==> src/rtl/lsu_mem_stage.sv <==
// Memory-stage load/store unit: aligns stores, formats loads, stalls while a bus request is outstanding.
// Optional bus watchdog enabled by defining LSU_TIMEOUT_EN.
module lsu_mem_stage #(
  parameter int unsigned TIMEOUT_CYCLES = 255
) (
  input  logic        clk,
  input  logic        rst,
  input  logic        validM,
  input  logic        mem_rdM,
  input  logic        mem_wrM,
  input  logic [2:0]  funct3M,
  input  logic [31:0] ALUResultM,
  input  logic [31:0] wdataM,
  output logic        bus_req,
  output logic        bus_we,
  output logic [31:0] bus_addr,
  output logic [3:0]  bus_be,
  output logic [31:0] bus_wdata,
  input  logic        bus_ack,
  input  logic [31:0] bus_rdata,
  output logic [31:0] mem_out,
  output logic        stall_mem,
  output logic        misalign,
  output logic        bus_err
);

  localparam logic [1:0] S_IDLE = 2'd0;
  localparam logic [1:0] S_BUSY = 2'd1;
  localparam logic [1:0] S_DONE = 2'd2;

  logic [1:0]  state;
  logic        access;
  logic        mis_c;
  logic        go;
  logic [3:0]  be_c;
  logic [31:0] wdata_c;
  logic [31:0] fmt_c;

  // Load formatting needs the lane, size and sign captured at issue.
  logic [1:0]  lat_off;
  logic [1:0]  lat_size;
  logic        lat_uns;
  logic        lat_load;

  assign access    = validM & (mem_rdM | mem_wrM);
  assign go        = (state == S_IDLE) & access & ~mis_c;
  assign misalign  = (state == S_IDLE) & access & mis_c;
  assign stall_mem = go | (state == S_BUSY);

  always_comb begin
    mis_c   = 1'b0;
    be_c    = 4'b1111;
    wdata_c = wdataM;
    unique case (funct3M[1:0])
      2'b00: begin
        be_c    = 4'b0001 << ALUResultM[1:0];
        wdata_c = {4{wdataM[7:0]}};
      end
      2'b01: begin
        mis_c   = ALUResultM[0];
        be_c    = ALUResultM[1] ? 4'b1100 : 4'b0011;
        wdata_c = {2{wdataM[15:0]}};
      end
      default: mis_c = (ALUResultM[1:0] != 2'b00);
    endcase
  end

  always_comb begin
    fmt_c = bus_rdata;
    unique case (lat_size)
      2'b00: begin
        unique case (lat_off)
          2'd0:    fmt_c = {{24{~lat_uns & bus_rdata[7]}},  bus_rdata[7:0]};
          2'd1:    fmt_c = {{24{~lat_uns & bus_rdata[15]}}, bus_rdata[15:8]};
          2'd2:    fmt_c = {{24{~lat_uns & bus_rdata[23]}}, bus_rdata[23:16]};
          default: fmt_c = {{24{~lat_uns & bus_rdata[31]}}, bus_rdata[31:24]};
        endcase
      end
      2'b01: begin
        if (lat_off[1])
          fmt_c = {{16{~lat_uns & bus_rdata[31]}}, bus_rdata[31:16]};
        else
          fmt_c = {{16{~lat_uns & bus_rdata[15]}}, bus_rdata[15:0]};
      end
      default: fmt_c = bus_rdata;
    endcase
  end

`ifdef LSU_TIMEOUT_EN
  localparam int unsigned CW = ($clog2(TIMEOUT_CYCLES + 1) > 8) ? $clog2(TIMEOUT_CYCLES + 1) : 8;
  logic [CW-1:0] tmo_cnt;
`else
  assign bus_err = 1'b0;
`endif

  always_ff @(posedge clk) begin
    if (rst) begin
      state     <= S_IDLE;
      bus_req   <= 1'b0;
      bus_we    <= 1'b0;
      bus_addr  <= '0;
      bus_be    <= '0;
      bus_wdata <= '0;
      mem_out   <= '0;
      lat_off   <= '0;
      lat_size  <= '0;
      lat_uns   <= 1'b0;
      lat_load  <= 1'b0;
`ifdef LSU_TIMEOUT_EN
      tmo_cnt   <= '0;
      bus_err   <= 1'b0;
`endif
    end else begin
`ifdef LSU_TIMEOUT_EN
      bus_err <= 1'b0;
`endif
      unique case (state)
        S_IDLE: begin
          if (go) begin
            state     <= S_BUSY;
            bus_req   <= 1'b1;
            bus_we    <= mem_wrM;
            bus_addr  <= {ALUResultM[31:2], 2'b00};
            bus_be    <= be_c;
            bus_wdata <= wdata_c;
            lat_off   <= ALUResultM[1:0];
            lat_size  <= funct3M[1:0];
            lat_uns   <= funct3M[2];
            lat_load  <= mem_rdM & ~mem_wrM;
`ifdef LSU_TIMEOUT_EN
            tmo_cnt   <= '0;
`endif
          end
        end
        S_BUSY: begin
          if (bus_ack) begin
            bus_req <= 1'b0;
            state   <= S_DONE;
            if (lat_load)
              mem_out <= fmt_c;
          end
`ifdef LSU_TIMEOUT_EN
          // Count reaches the limit on the edge that ends the last unacked BUSY cycle.
          else if (tmo_cnt == CW'(TIMEOUT_CYCLES - 1)) begin
            bus_req <= 1'b0;
            bus_err <= 1'b1;
            state   <= S_DONE;
          end else begin
            tmo_cnt <= tmo_cnt + CW'(1);
          end
`endif
        end
        default: state <= S_IDLE;
      endcase
    end
  end

endmodule

==> config.mk <==
export PLATFORM = sky130hd
export DESIGN_NAME = lsu_mem_stage
export DESIGN_NICKNAME = d
export VERILOG_FILES = /design/src/rtl/lsu_mem_stage.sv
export SDC_FILE = /design/constraint.sdc
export NUM_CORES = 1
export LEC_CHECK = 0
export CORE_MARGIN = 2
export CORE_UTILIZATION = 38
export CTS_CLUSTER_SIZE = 25
export DETAILED_ROUTE_END_ITERATION = 10
export GPL_TIMING_DRIVEN = 0
export PLACE_DENSITY = 0.88
export SLEW_MARGIN = 5
export SYNTH_ARGS = -nofsm -noshare
export SYNTH_HDL_FRONTEND = slang
export SYNTH_SLANG_ARGS = --single-unit
==> constraint.sdc <==
create_clock -name clk -period 1.6 [get_ports clk]
set_input_delay 0.24 -clock clk [delete_from_list [all_inputs] [get_ports clk]]
set_output_delay 0.24 -clock clk [all_outputs]
set_load 0.01 [all_outputs]
==> results of run 1 <==
==> logic make-up after synthesis <==
group | Yosys count | share of synthesized area, %
buffers and inverters | 57 | 5.64
and+or+nand+nor | 203 | 18.2
AOI/OAI and AO/OA | 186 | 24.3
muxes | 22 | 5.10
other | 1 | 0.0809
DFF | 108 | 46.6
==> per-stage QoR <==
step                      instance area, sq um  TNS (ns)  worst slack, ns  power, mW
after global placement                    6890    -56.18            -1.25       4.00
after global routing                      7620     -3.36           -0.215       6.58
final                                     7620     -1.53           -0.154       6.35
after floorplan                           4650    -0.672          -0.0672       3.36
after detailed placement                  6890    -60.92            -1.29       4.01
after CTS                                 7420     -1.59           -0.168       6.32
==> timing repair <==
action                                  CTS  global route
pin swaps                                 4             9
endpoints found under the setup margin  108           105
cloned                                    1             2
setup buffers                            12             2
hold endpoints to repair                  0             0
gates resized for setup                  51            70
==> state kept, by name, summed over array words and instances, names as in the netlist <==
name and flops:
bus_wdata 32, mem_out 32, bus_addr 30, bus_be 4, lat_off 2, lat_size 2
state 2, bus_req 1, bus_we 1, lat_load 1, lat_uns 1
==> worst max-delay path by stage <==
stage | start | to | slack [ns] | depth (start not counted)
after floorplan | lat_off[1]$_SDFFE_PP0P_ | mem_out[16]$_SDFFE_PP0P_ | -0.07 | 6
after global placement | ALUResultM[1] | stall_mem | -1.25 | 7
after detailed placement | ALUResultM[1] | stall_mem | -1.29 | 7
after CTS | state[0]$_SDFFE_PP0P_ | stall_mem | -0.17 | 6
after global routing | state[0]$_SDFFE_PP0P_ | stall_mem | -0.21 | 6
final | funct3M[1] | stall_mem | -0.15 | 7
==> routing by layer <==
metal  up-vias  track usage (%)
li1       2494                -
met1      2453             28.9
met2       287             40.9
met3        45             9.42
met4         0             9.76
met5         -                0
==> tightest hold or removal path: cells and delay by family <==
family / cells / cell delay (ns)
AO/OA/AOI/OAI: 1 / 0.06
AND/OR/NAND/NOR: 1 / 0.10
buffers and inverters: 1 / 0.30
==> area by class of cell <==
cell class / instances / share of cell area (%)
sequential: 108 / 28.4
multi-input combinational: 414 / 30.4
timing repair buffer: 223 / 29.6
tap: 147 / 2.41
clock buffer: 10 / 3.13
clock inverter: 6 / 0.837
inverter: 8 / 0.394
buffer: 49 / 4.76
antenna: 1 / 0.0328
==> power by group through the flow <==
stage	logic, mW	registers [mW]	clock network (mW)
floorplan	0.399	2.97	0
global placement	1.08	2.92	0
detailed placement	1.09	2.92	0
CTS	1.13	2.86	2.32
global route	1.30	2.87	2.41
finish	1.21	2.86	2.27
==> cell usage in the layout, fill, tap and decap left out, types with 5 or more instances in the layout <==
master	netlist	routed
a211oi_1	10	5
a211oi_2	0	5
a21oi_1	73	65
a21oi_2	0	8
a311oi_1	10	10
a31oi_1	10	10
a32oi_1	7	7
a41oi_1	7	7
and3_1	9	9
buf_4	3	18
buf_6	1	11
clkbuf_1	26	12
clkbuf_16	0	10
clkbuf_2	0	11
clkdlybuf4s50_1	0	200
dfxtp_1	108	104
inv_1	7	7
mux2i_1	18	18
nand2_1	146	145
nor2_1	26	22
nor3_1	5	5
o211ai_1	8	8
o21ai_0	54	52
==> reports/metrics.yaml, run 1 <==
run_status:
  status: "finished with violations"
  violations: "setup timing"
cts:
  cts.reportedPaths.clkPinSlew_ns: 0.07
  cts_max_level: 3
  cts.sinks: 108
  cts_hold_buf: 0
  clock_latency_ns: 0.35
  cts_tree: "built"
  clockBufferDepth: 2
  clockRootBuffer: "clkbuf_16"
  cts_buffers: 9
synthesis:
  synth_async_sr_flop_share_pct: 0
  yosysWarnings: 0
  synth_area_leaders: "dfxtp_1 47%, nand2_1 12%, a21oi_1 7.9%, o21ai_0 5.8%, mux2i_1 3.9%"
  synth_edf_count: 0
  netlist_area_sq_um: 4640
  ys_ff_latch: 108
  yosysMostFrequentCell: "nand2_1"
  ys_seq_area_share_pct: 46.6
  synth-main-ff-cell: "dfxtp_1"
  synth_top_area_share_pct: 46.6
  yosysUniqueCellTypes: 41
  avgSynthCellArea_sq_um: 8.04
  netlist_instances: 577
  yosysTopAreaCell: "dfxtp_1"
  synthTopCellsByCount: "146 x nand2_1, 108 x dfxtp_1, 73 x a21oi_1"
routing:
  final_antenna_net_count: 0
  drtIter0Drc: 514
  avgViaCountPerCell: 5.46
  wl_per_cell_microns: 17.2
  wl_met1_microns: 6540
  dr_total_vias: 5279
  post-route-drc-count: 0
  drt-total-wl_microns: 16600
  route.met3.wl_microns: 1650
  dr.pass1.iters: 5
  highest_layer: "met4"
  met2WireLength_microns: 7840
hold_path:
  min_to: "lat_off[0]$_SDFFE_PP0P_"
  hp-start: "ALUResultM[0]"
  min_path_cells: 3
  hp-class: "input pin to register"
sta:
  rsz0062_at_grt: "true"
  fin_skew_ns: 0.00552
  layout_min_cycle_time_ns: 1.75
  worst-slew-pin-transition_ns: 0.615
  setup_violations: 16
  layout_setup_ws_ns: -0.154
  drv_slew: 0
  min_period_over_period_pct: 110
  fin_hold_ws_ns: 0.396
  hold_violations: 0
  maxSlewHeadroom_pct: 59.0
  fmaxAchievable_mhz: 570
floorplanning:
  fp-row-count: 40
  die_area_sq_um: 13100
  start_util_pct: 38.8
  ios: 210
  die_h_microns: 114
  die_w_microns: 114
  coreArea_sq_um: 12000
worst_setup_path:
  critPathArrivalTime_ns: 1.51
  critPathSlowestCell: "clkdlybuf4s50_1"
  critPathLaunchType: "input pin"
  rr_endpoint: "mem_out[26]$_SDFFE_PP0P_"
  cp-end-kind: "primary output"
  cp_num_buf_inv: 4
  path_cells: "clkdlybuf4s50_1 > o21ai_2 > nand4_1 > clkbuf_8 > buf_8 > o21ai_2 > buf_6"
  crit_path_max_fanout: 4
  cpMostUsedCell: "o21ai_2"
  r2r_start: "lat_off[1]$_SDFFE_PP0P_"
  max_stage_delay_ns: 0.51
  crit_type: "input pin to primary output"
  r2r_slack_ns: -0.13
  reg2reg_depth: 7
  crit_family: "buffers and inverters"
  crit_required_ns: 1.36
power_and_ir_drop:
  p_sw_share_pct: 26.0
  pwr-share-seq_pct: 45.1
  p_switching_mw: 1.65
  power_frac_clock_pct: 35.8
  internal-power_mw: 4.70
  combPwrFrac_pct: 19.1
  peakVddDrop_uv: 899
  power.density_nw_per_um2: 833
  p_leak_nw: 2.79
place:
  dp.cells: 932
  dp_hpwl_microns: 11800
  place_congestion: 0.944
  port_buffers: 206
final_layout:
  multiInputGateArea_sq_um: 2320
  drive_gt1_share_pct: 13.3
  fin_util_pct: 63.7
  syn_to_final_growth_pct: 64.4
  fillCellCount: 960
  final_nets: 918
  regArea_sq_um: 2170
  instances_no_fill: 966
global_route:
  antenna_found_initial: 1
  grt_pass1_vias: 5086
  grt_pass1_wl_microns: 25600
  overflow: 0
  grt_max_degree: 18
  track_usage_pct: 24.7
job:
  max_cap_violations: 0
Note: power is estimated with default switching activity, not from simulation.
==> run 2: changes to the inputs <==
Settings changed: SLEW_MARGIN 5 to default.
==> results of run 2 <==
No change in the layout: final DEF, timing and power equal those of run 1.
